### src/rtl/writeback_module_pkg.sv
// Shared constants and types for the writeback stage.
//   DATA_W : memory beat / scalar register width
//   VEC_W  : vector register width
//   BEATS  : beats per vector load (VEC_W / DATA_W)
//   ADDR_W : register address width
//   CNT_W  : width of a beat count able to hold 0..BEATS
package writeback_module_pkg;

    localparam int unsigned DATA_W = 32;
    localparam int unsigned VEC_W  = 128;
    localparam int unsigned BEATS  = VEC_W / DATA_W;
    localparam int unsigned ADDR_W = 4;
    localparam int unsigned CNT_W  = $clog2(BEATS + 1);

    typedef enum logic [0:0] {
        IDLE,
        COLLECT
    } wb_state_t;

    // Command of the load currently being collected
    typedef struct packed {
        logic              wreg;
        logic              vf;
        logic [ADDR_W-1:0] dest;
    } wb_cmd_t;

    // Number of memory beats a load must collect
    function automatic logic [CNT_W-1:0] beats_needed(input logic vf);
        return vf ? CNT_W'(BEATS) : CNT_W'(1);
    endfunction

endpackage

### src/rtl/writeback_module_if.sv
// MEM-stage to writeback bundle.
//   master : upstream / environment side (drives the MEM-stage and memory-beat signals,
//            receives stall and the register-file write port)
//   slave  : the writeback stage
interface writeback_module_if;
    import writeback_module_pkg::*;

    logic              in_valid;
    logic              wreg_m;
    logic              rmem_m;
    logic              vf_m;
    logic [ADDR_W-1:0] dest_m;
    logic [VEC_W-1:0]  alu_res_m;
    logic [DATA_W-1:0] mem_rdata;
    logic              mem_rvalid;
    logic              stall;
    logic              wb_en;
    logic              wb_vf;
    logic [ADDR_W-1:0] wb_dest;
    logic [VEC_W-1:0]  wb_data;

    modport master (
        output in_valid, wreg_m, rmem_m, vf_m, dest_m, alu_res_m, mem_rdata, mem_rvalid,
        input  stall, wb_en, wb_vf, wb_dest, wb_data
    );

    modport slave (
        input  in_valid, wreg_m, rmem_m, vf_m, dest_m, alu_res_m, mem_rdata, mem_rvalid,
        output stall, wb_en, wb_vf, wb_dest, wb_data
    );

endinterface

### src/rtl/writeback_module_assembler.sv
// Lane-insert buffer and beat counter for multi-beat loads.
//   clk, rst_n : clock, asynchronous active-low reset
//   clear      : start a new load (buffer and count restart from zero this cycle)
//   beat_valid : beat_data is a beat of the current load
//   beat_data  : memory beat, stored into lane <count>
//   need       : beats required by the current load
//   done       : this beat completes the load
//   vec_out    : assembled vector including the current beat (valid with done)
module vector_beat_assembler
    import writeback_module_pkg::*;
(
    input  logic              clk,
    input  logic              rst_n,
    input  logic              clear,
    input  logic              beat_valid,
    input  logic [DATA_W-1:0] beat_data,
    input  logic [CNT_W-1:0]  need,
    output logic              done,
    output logic [VEC_W-1:0]  vec_out
);

    logic [VEC_W-1:0] vec_q, vec_d, vec_base;
    logic [CNT_W-1:0] cnt_q, cnt_d, cnt_base;

    always_comb begin
        // A clear coincides with beat 0 when the load's first beat arrives in its accept cycle
        vec_base = clear ? '0 : vec_q;
        cnt_base = clear ? '0 : cnt_q;
        vec_d    = vec_base;
        cnt_d    = cnt_base;
        done     = 1'b0;
        if (beat_valid && (cnt_base < CNT_W'(BEATS))) begin
            for (int unsigned k = 0; k < BEATS; k++) begin
                if (cnt_base == CNT_W'(k)) begin
                    vec_d[k*DATA_W +: DATA_W] = beat_data;
                end
            end
            cnt_d = cnt_base + CNT_W'(1);
            done  = (cnt_d == need);
        end
    end

    assign vec_out = vec_d;

    always_ff @(posedge clk or negedge rst_n) begin
        if (!rst_n) begin
            vec_q <= '0;
            cnt_q <= '0;
        end else begin
            vec_q <= vec_d;
            cnt_q <= cnt_d;
        end
    end

endmodule

### src/rtl/writeback_module.sv
// Writeback stage: registers MEM-stage results into the register-file write port, choosing
// between the ALU result and load data. Loads collect 1 (scalar) or BEATS (vector) memory
// beats while holding upstream stalled, then issue a single write.
//   clk, rst_n : clock, asynchronous active-low reset
//   bus        : slave side of writeback_module_if
//                in : in_valid, wreg_m, rmem_m, vf_m, dest_m, alu_res_m, mem_rdata, mem_rvalid
//                out: stall (combinational), wb_en, wb_vf, wb_dest, wb_data (registered)
module writeback_module
    import writeback_module_pkg::*;
(
    input  logic               clk,
    input  logic               rst_n,
    writeback_module_if.slave  bus
);

    wb_state_t         state_q, state_d;
    wb_cmd_t           cmd_q, cmd_d, cmd_cur;
    logic              accept;
    logic              beat_valid;
    logic              asm_done;
    logic [CNT_W-1:0]  need;
    logic [VEC_W-1:0]  asm_vec;

    logic              wb_en_q, wb_en_d;
    logic              wb_vf_q, wb_vf_d;
    logic [ADDR_W-1:0] wb_dest_q, wb_dest_d;
    logic [VEC_W-1:0]  wb_data_q, wb_data_d;

    always_comb begin
        accept  = (state_q == IDLE) && bus.in_valid && bus.rmem_m;
        // In the accept cycle the latch is not loaded yet, so use the live command
        cmd_cur = accept ? wb_cmd_t'{wreg: bus.wreg_m, vf: bus.vf_m, dest: bus.dest_m}
                         : cmd_q;
        need       = beats_needed(cmd_cur.vf);
        beat_valid = bus.mem_rvalid && (accept || (state_q == COLLECT));
    end

    assign bus.stall = accept || (state_q == COLLECT);

    vector_beat_assembler u_assembler (
        .clk        (clk),
        .rst_n      (rst_n),
        .clear      (accept),
        .beat_valid (beat_valid),
        .beat_data  (bus.mem_rdata),
        .need       (need),
        .done       (asm_done),
        .vec_out    (asm_vec)
    );

    always_comb begin
        state_d   = state_q;
        cmd_d     = cmd_q;
        wb_en_d   = 1'b0;
        wb_vf_d   = wb_vf_q;
        wb_dest_d = wb_dest_q;
        wb_data_d = wb_data_q;
        unique case (state_q)
            IDLE: begin
                if (bus.in_valid && !bus.rmem_m) begin
                    wb_en_d   = bus.wreg_m;
                    wb_vf_d   = bus.vf_m;
                    wb_dest_d = bus.dest_m;
                    wb_data_d = bus.vf_m ? bus.alu_res_m
                                         : {{(VEC_W-DATA_W){1'b0}}, bus.alu_res_m[DATA_W-1:0]};
                end else if (accept) begin
                    cmd_d = cmd_cur;
                    if (asm_done) begin
                        // Scalar load whose only beat arrived with the instruction
                        wb_en_d   = cmd_cur.wreg;
                        wb_vf_d   = cmd_cur.vf;
                        wb_dest_d = cmd_cur.dest;
                        wb_data_d = asm_vec;
                    end else begin
                        state_d = COLLECT;
                    end
                end
            end
            COLLECT: begin
                if (asm_done) begin
                    wb_en_d   = cmd_cur.wreg;
                    wb_vf_d   = cmd_cur.vf;
                    wb_dest_d = cmd_cur.dest;
                    wb_data_d = asm_vec;
                    state_d   = IDLE;
                end
            end
            default: state_d = IDLE;
        endcase
    end

    always_ff @(posedge clk or negedge rst_n) begin
        if (!rst_n) begin
            state_q   <= IDLE;
            cmd_q     <= '0;
            wb_en_q   <= 1'b0;
            wb_vf_q   <= 1'b0;
            wb_dest_q <= '0;
            wb_data_q <= '0;
        end else begin
            state_q   <= state_d;
            cmd_q     <= cmd_d;
            wb_en_q   <= wb_en_d;
            wb_vf_q   <= wb_vf_d;
            wb_dest_q <= wb_dest_d;
            wb_data_q <= wb_data_d;
        end
    end

    assign bus.wb_en   = wb_en_q;
    assign bus.wb_vf   = wb_vf_q;
    assign bus.wb_dest = wb_dest_q;
    assign bus.wb_data = wb_data_q;

endmodule
### src/flat_wrapper.sv
// flat-port wrapper written by rule: the top's interface ports become plain ports
module writeback_module_flat import writeback_module_pkg::*;
  (clk, rst_n, bus_in_valid, bus_wreg_m, bus_rmem_m, bus_vf_m, bus_dest_m, bus_alu_res_m, bus_mem_rdata, bus_mem_rvalid, bus_stall, bus_wb_en, bus_wb_vf, bus_wb_dest, bus_wb_data);
  writeback_module_if bus_i ();
  input  logic clk;
  input  logic rst_n;
  input wire logic [$bits(bus_i.in_valid)-1:0] bus_in_valid;
  input wire logic [$bits(bus_i.wreg_m)-1:0] bus_wreg_m;
  input wire logic [$bits(bus_i.rmem_m)-1:0] bus_rmem_m;
  input wire logic [$bits(bus_i.vf_m)-1:0] bus_vf_m;
  input wire logic [$bits(bus_i.dest_m)-1:0] bus_dest_m;
  input wire logic [$bits(bus_i.alu_res_m)-1:0] bus_alu_res_m;
  input wire logic [$bits(bus_i.mem_rdata)-1:0] bus_mem_rdata;
  input wire logic [$bits(bus_i.mem_rvalid)-1:0] bus_mem_rvalid;
  output wire logic [$bits(bus_i.stall)-1:0] bus_stall;
  output wire logic [$bits(bus_i.wb_en)-1:0] bus_wb_en;
  output wire logic [$bits(bus_i.wb_vf)-1:0] bus_wb_vf;
  output wire logic [$bits(bus_i.wb_dest)-1:0] bus_wb_dest;
  output wire logic [$bits(bus_i.wb_data)-1:0] bus_wb_data;
  assign bus_i.in_valid = bus_in_valid;
  assign bus_i.wreg_m = bus_wreg_m;
  assign bus_i.rmem_m = bus_rmem_m;
  assign bus_i.vf_m = bus_vf_m;
  assign bus_i.dest_m = bus_dest_m;
  assign bus_i.alu_res_m = bus_alu_res_m;
  assign bus_i.mem_rdata = bus_mem_rdata;
  assign bus_i.mem_rvalid = bus_mem_rvalid;
  assign bus_stall = bus_i.stall;
  assign bus_wb_en = bus_i.wb_en;
  assign bus_wb_vf = bus_i.wb_vf;
  assign bus_wb_dest = bus_i.wb_dest;
  assign bus_wb_data = bus_i.wb_data;
  writeback_module u_core (.clk(clk), .rst_n(rst_n), .bus(bus_i));
endmodule
### config.mk
export PLATFORM = sky130hd
export DESIGN_NAME = writeback_module_flat
export DESIGN_NICKNAME = d
export VERILOG_FILES = /design/src/rtl/writeback_module_pkg.sv /design/src/rtl/writeback_module_if.sv /design/src/rtl/writeback_module_assembler.sv /design/src/rtl/writeback_module.sv /design/src/flat_wrapper.sv
export SDC_FILE = /design/constraint.sdc
export NUM_CORES = 1
export LEC_CHECK = 0
export ABC_AREA = 1
export CORE_ASPECT_RATIO = 0.5
export CORE_MARGIN = 5
export CORE_UTILIZATION = 45
export CTS_CLUSTER_SIZE = 28
export DETAILED_ROUTE_END_ITERATION = 7
export PLACE_DENSITY = 0.79
export RECOVER_POWER = 50
export SLEW_MARGIN = 20
export SYNTH_ARGS = -nofsm -noshare
export SYNTH_HDL_FRONTEND = slang
export SYNTH_SLANG_ARGS = --single-unit
### constraint.sdc
create_clock -name clk -period 3.7 [get_ports clk]
set_clock_uncertainty 0.1 [all_clocks]
set_input_delay 0.74 -clock clk [delete_from_list [all_inputs] [get_ports clk]]
set_output_delay 0.74 -clock clk [all_outputs]
set_load 0.01 [all_outputs]
==> results by group, run 1 <==
Status
  • Run status: finished with violations
  • Failing checks: capacitance limit, slew limit

Run
  • Number of max-cap violations: 1

STA
  • Worst Max-Slew Pin Slew: 2.58 ns
  • Post-Route Setup TNS: 0 ns
  • Tcrit/Tclk final: 89.7%
  • Final setup viols: 0
  • Setup repair after global routing missed its margin: false
  • Relative slew margins: -72.1%
  • Achievable Freq: 0.301 GHz
  • Max Slew Vio Count: 99
  • Period minus WS final: approximately 3.3 ns
  • Hold Violations, Final: 0

Pwr
  • Cell area power density: 671 nW/um^2
  • Combinational power share: approximately a third
  • Power share of the clock group: 25.2%
  • Max VDD drop: 0.000462 V
  • Sw Ratio: 31.4%
  • Lkg Pwr: 0.00844 uW
  • Psw: 3530 uW
  • Reg power frac: between 40% and 50%
  • Internal power: 7700 uW
  • Pwr Total: ~11000 uW

Routing
  • Post-DRT Antenna Nets: 0
  • Iter 0 DRT Violations: 1214
  • Pre-antenna DRT Iters: 5
  • Post-route DRC: 0
  • Final WL: 41100 um
  • Via-per-instance ratio: 5.26
  • Vias: 11700
  • Routed len/inst: 18.4 um

Cells and area
  • Share of layout cells above drive strength 1: ~4.3%
  • # nets final: roughly 2000
  • Post-route cell area: between 15000 and 20000 um^2
  • Most frequent cells in the layout: 595 x nand2_1, 298 x nand3_1, 272 x dfrtp_1, 247 x clkdlybuf4s50_1, 118 x inv_1
  • P&R area growth vs syn: 33.6%
  • Register area: approximately 6800 um^2
  • Finished Core Util: 60.8%
  • Number of fill cells: 2459
  • Multi-input logic area: 4730 um^2
  • Commonest non-fill, non-tap cell in the layout: nand2_1

Synthesis
  • Syn Area/Cell: 7.90 um^2
  • Share of the synthesized area in the top cell type: 54.3%
  • Top cells by area, synth: dfrtp_1 54%, nand2_1 18%, nand3_1 12%
  • Synth cell types: 26
  • Syn Inst Count: 1586
  • Post-synthesis sequential area ratio: 54.3%
  • Synthesized Nets: 1758
  • Synthesis warning total: 0
  • Seq cells post-synth: 272
  • Post-synth top area cell: dfrtp_1
  • Synth Cell Area: between 10000 and 15000 um^2

Placed design
  • Placed Area: 15900 um^2
  • Post-DP HPWL: 28000 um
  • Port Buffers: roughly 310
  • Gp weighted congestion: 0.863

Clocking
  • CTS Hold Bufs: 0
  • Sink Count: around 270
  • Post-CTS Resized: 0
  • Num CTS Buffers: 25
  • H-Tree Depth: 1
  • Worst-Skew Late Latency: 0.53 ns
  • Setup bufs post-CTS: 0
  • CTS tree: done
  • CTS Root Cell: clkbuf_16
  • Clock tree buffer depth: 3
  • Clock transition at the registers of the reported paths: 0.06 ns

Setup path
  • Reg2reg path depth: 12
  • Worst Path Buf+Inv: 3
  • CP top delay family: buffers and inverters
  • CP Launch Type: input pin
  • Delay of the slowest critical-path stage: 0.62 ns
  • Crit end category: output port
  • End of the worst register-to-register path: u_core.bus.wb_data[20]$_DFFE_PN0P_
  • Reg2reg setup slack: between 1 and 1.5 ns
  • Critical Path, Cell by Cell: dlygate4sd3_1, a21oi_1, inv_2, clkdlybuf4s50_1
  • CP max stage cell: dlygate4sd3_1
  • Worst Path Required: around 2.9 ns
  • Crit-path max FO: 8
  • Launch point of the worst reg-to-reg path: u_core.state_q$_DFF_PN0_
  • Critical path type: input pin to output port
  • Crit path DAT: ~2.5 ns

Min path
  • Hold wc startpoint: u_core.bus.wb_data[115]$_DFFE_PN0P_
  • Worst Hold Depth: 2
  • Hold Crit Class: flop to flop
  • Worst Hold Endpoint: u_core.bus.wb_data[115]$_DFFE_PN0P_

Global route
  • Total global-route track usage: 25.4%
  • Largest net degree at the start of global routing: ~140
  • First-pass GRT wire length: 63100 um
  • Vias in the first global route: about 11000
  • Initial antenna violation count: 3
  • Gr ovfl total: 0

Floorplanning
  • Top-Level Pins: 306
  • Die X: 246 um
  • Die height: 128 um
  • Row Count: 43
  • Die area: 31500 um^2
  • Core Area: around 28000 um^2
  • Initial core utilization: 45.5%
## power groups by stage
stage                     Sequential (uW)  Combinational, uW  Clock, uW
final                                4720               3680       2830
after global placement               4740               3680          0
after global routing                 4850               4040       2990
after CTS                            4720               3810       2860
after floorplan                      5000               1470          0
after detailed placement             4770               3780          0
## per-layer routing
layer	track usage [%]	part of all wire (%)	vias up
li1	-	-	5572
met3	5.33	6.8	105
met4	9.73	4.2	2
met5	0	0.032	-
met1	35.0	42	5646
met2	39.9	47	410
## synth_stat cells (all sizes together)
master  instances
a21oi           7
a31oi           1
buf            62
clkbuf         54
clkinv          1
dfrtp         272
ha              1
inv           121
nand2         597
nand3         298
nand3b          5
nand4          37
nor2           16
o21ai         113
xor2            1
## worst max-delay path by stage
stage / slack, ns / startpoint / to / depth (start not counted)
final: 0.38 / bus_rmem_m / bus_stall / 4
after global routing: 0.34 / bus_rmem_m / bus_stall / 4
after CTS: 0.57 / bus_rmem_m / bus_stall / 4
after detailed placement: 0.34 / bus_rmem_m / u_core.bus.wb_data[22]$_DFFE_PN0P_ / 12
after global placement: 0.36 / bus_rmem_m / u_core.bus.wb_data[18]$_DFFE_PN0P_ / 12
after floorplan: 1.01 / bus_rmem_m / u_core.bus.wb_data[100]$_DFFE_PN0P_ / 13
## sequential cells by signal, indices dropped and copies added, names as in the netlist
name and flops:
u_core.bus.wb_data 128, u_core.bus.wb_dest 4, u_core.bus.wb_en 1, u_core.bus.wb_vf 1, u_core.cmd_q 6, u_core.state_q 1, u_core.u_assembler.cnt_q 3, u_core.u_assembler.vec_q 128
## worst min-delay path, cell delays in order (launching register included)
cell     delay, ns
dfrtp_1       0.34
nand3_1       0.07
nand3_1       0.06
## per-stage QoR
| stage | worst slack [ns] | cells | hold slack, ns |
|---|---|---|---|
| floorplan | 1.01 | 1586 | 0.344 |
| global placement | 0.360 | 2184 | 0.374 |
| detailed placement | 0.336 | 2184 | 0.384 |
| CTS | 0.569 | 2229 | 0.177 |
| global route | 0.341 | 2231 | 0.417 |
| finish | 0.380 | 2231 | 0.399 |
## kinds of logic after synthesis
kind of cell	Yosys count	synth area share [%]
xor gates and xnor gates	1	0.0699
adders and majority gates	1	0.0998
and+or+nand+nor	953	32.6
DFF	272	54.3
buffers and inverters	238	7.96
AOI/OAI and AO/OA	121	4.96
## final cells by class
cell class                      instances  area share [%]
Multi-Input combinational cell       1076            28.3
Antenna cell                            2          0.0299
Clock buffer                           32            4.13
Inverter                              122            2.74
Timing Repair Buffer                  332            20.2
Clock inverter                         13            1.16
Tap cell                              382            2.85
Sequential cell                       272            40.7
(Power assumes the default switching activity.)
==> run 2: changes to the inputs <==
--- a/config.mk
+++ b/config.mk
@@ -6,7 +6,6 @@
 export NUM_CORES = 1
 export LEC_CHECK = 0
 export ABC_AREA = 1
-export CORE_ASPECT_RATIO = 0.5
 export CORE_MARGIN = 5
 export CORE_UTILIZATION = 45
 export CTS_CLUSTER_SIZE = 28
==> run 2 against run 1 <==
Cell area barely moved. Flip-flop and latch count did not move. First-iteration DRC count rose by 17%. Critical path depth did not move. Highest routed layer is now met4. Die area fell by 0.64%. Clock-buffer cell count rose by 6. Setup slack got worse by 0.060 ns. Combinational power barely moved. Power rose by 1.1%. The flow still finishes with violations (capacitance limit, slew limit). Sequential power rose by 1%.
==> results by group, run 2 (synthesis results as in run 1) <==
Pwr
  • Lkg Pwr: 0.00839 uW (-0.63%)
  • Cell area power density: 678 nW/um^2 (+1.1%)
  • Max VDD drop: 0.000412 V (-11%)

Cells and area
  • Share of layout cells above drive strength 1: 4.33% (about the same)
  • Multi-input logic area: 4750 um^2 (+0.37%)
  • Commonest non-fill, non-tap cell in the layout: nand2_1
  • P&R area growth vs syn: 33.6% (about the same)
  • Most frequent cells in the layout: 595 x nand2_1, 296 x nand3_1, 272 x dfrtp_1, 268 x clkdlybuf4s50_1, 118 x inv_1
  • # nets final: 2000 (-0.050%)
  • Register area: 6810 um^2 (unchanged)
  • Number of fill cells: 2456 (-0.12%)

Routing
  • Pre-antenna DRT Iters: 5 (unchanged)
  • Post-DRT Antenna Nets: 0 (unchanged)
  • Routed len/inst: 18.7 um (+1.2%)
  • Final WL: 41600 um (+1.1%)
  • Iter 0 DRT Violations: 1423 (+17%)
  • Via-per-instance ratio: 5.29 (+0.54%)
  • Vias: 11800 (+0.41%)
  • Post-route DRC: 0 (unchanged)

STA
  • Achievable Freq: 0.296 GHz (-1.8%)
  • Final setup viols: 0 (unchanged)
  • Final WS setup: 0.319 ns (-0.0604 ns)
  • Worst Max-Slew Pin Slew: 2.22 ns (-0.359 ns)
  • Tcrit/Tclk final: 91.4% (+1.6 points)
  • Setup repair after global routing missed its margin: false
  • Max Slew Vio Count: 85 (-14%)
  • Relative slew margins: -48.2% (+24 points)
  • Post-Route Setup TNS: 0 ns (unchanged)
  • Period minus WS final: 3.38 ns (+0.0604 ns)
  • Hold Violations, Final: 0 (unchanged)

Setup path
  • Critical path type: input pin to output port
  • Crit path DAT: 2.54 ns (+0.06 ns)
  • Crit end category: output port
  • CP Launch Type: input pin
  • Worst Path Required: 2.86 ns (about the same)
  • Crit-path max FO: 8 (unchanged)

Placed design
  • Port Buffers: 305 (unchanged)
  • Gp weighted congestion: 0.855 (-0.95%)
  • Post-DP HPWL: 27900 um (-0.51%)
  • Worst slack, placed: 0.0578 ns (-0.278 ns)

Clocking
  • CTS Hold Bufs: 0 (unchanged)
  • Clock tree buffer depth: 3 (unchanged)
  • Worst-Skew Late Latency: 0.55 ns (+0.02 ns)
  • CTS Root Cell: clkbuf_16
  • Post-CTS Resized: 0 (unchanged)
  • Setup bufs post-CTS: 0 (unchanged)
  • Sink Count: 272 (unchanged)
  • CTS tree: done
  • H-Tree Depth: 1 (unchanged)
  • Num CTS Buffers: 29 (+16%)
  • Clock transition at the registers of the reported paths: 0.06 ns (about the same)

Floorplanning
  • Die X: 177 um (-28%)
  • Row Count: 61 (+42%)
  • Initial core utilization: 45.4% (-0.14 points)
  • Core Area: 27600 um^2 (+0.30%)
  • Die height: 177 um (+38%)
  • Top-Level Pins: 306 (unchanged)
  • Die area: 31300 um^2 (-0.64%)

Global route
  • Gr ovfl total: 0 (unchanged)
  • Initial antenna violation count: 1 (-2)
  • First-pass GRT wire length: 64100 um (+1.5%)
  • Total global-route track usage: 25.9% (+0.53 points)
  • Largest net degree at the start of global routing: 203 (+42%)
  • Vias in the first global route: 11400 (+3.5%)

Status
  • Run status: finished with violations
  • Failing checks: capacitance limit, slew limit

Run
  • Number of max-cap violations: 1 (unchanged)

Min path
  • Hold Crit Class: flop to flop
run 2: where the power goes:
part | leakage [uW] | internal (uW) | switching [uW] | total [uW]
registers | 0.00355 | 4200 | 574 | 4770
clock network | 0.000473 | 1710 | 1210 | 2920
logic | 0.00437 | 1860 | 1800 | 3660
run 2: cell type report:
class,instances,area share [%]
clock inverters,13,0.927
clock buffers,38,4.72
diodes,2,0.0299
repair buffers,327,19.7
flip-flops and latches,272,40.7
multi-input cells,1076,28.4
inverters,122,2.75
well taps,378,2.83
run 2: metal layers:
layer  GRT usage (%)  vias up  wire length (um)  part of all wire (%)
met4            8.06        0              1330                   3.2
met2            42.5      509             19700                    47
li1                -     5568                 -                     -
met1            36.0     5619             17500                    42
met3            3.67       87              2980                   7.2
met5               0        -                 0                     0
run 2: critical path, stage by stage:
cell and delay [ns]:
dlygate4sd3_1 0.66, a21oi_1 0.43, inv_2 0.18, clkdlybuf4s50_1 0.53
run 2: final timing paths:
path	endpoint	cells after the start	slack, ns	startpoint
hold / removal	u_core.u_assembler.vec_q[123]$_DFF_PN0_	2	0.39	u_core.u_assembler.vec_q[123]$_DFF_PN0_
setup reg to reg	u_core.bus.wb_data[11]$_DFFE_PN0P_	8	0.94	u_core.u_assembler.cnt_q[0]$_DFF_PN0_
hold reg to reg	u_core.u_assembler.vec_q[123]$_DFF_PN0_	2	0.39	u_core.u_assembler.vec_q[123]$_DFF_PN0_
setup / recovery	bus_stall	4	0.32	bus_rmem_m
max in group asynchronous	u_core.bus.wb_data[36]$_DFFE_PN0P_	2	0.81	rst_n
min in group asynchronous	u_core.bus.wb_data[125]$_DFFE_PN0P_	1	0.72	rst_n
run 2: stage by stage:
stage | total power (uW) | util, % | instance area (um^2) | cells | hold slack, ns
2_1_floorplan | 6470 | - | 12500 | 1586 | 0.344
3_3_place_gp | 8370 | 57.3 | 15800 | 2175 | 0.379
3_5_place_dp | 8530 | 57.3 | 15800 | 2175 | 0.384
5_1_grt | 12000 | 60.6 | 16700 | 2227 | 0.414
6_report | 11400 | 60.6 | 16700 | 2228 | 0.394
4_1_cts | 11500 | 60.7 | 16800 | 2226 | 0.117
==> run 3: changes to the inputs <==
--- a/config.mk
+++ b/config.mk
@@ -10,6 +10,7 @@
 export CORE_UTILIZATION = 45
 export CTS_CLUSTER_SIZE = 28
 export DETAILED_ROUTE_END_ITERATION = 7
+export GPL_TIMING_DRIVEN = 1
 export PLACE_DENSITY = 0.79
 export RECOVER_POWER = 50
 export SLEW_MARGIN = 20
==> results of run 3 <==
Same layout as run 2: the final DEF is identical, and so are final timing and power.
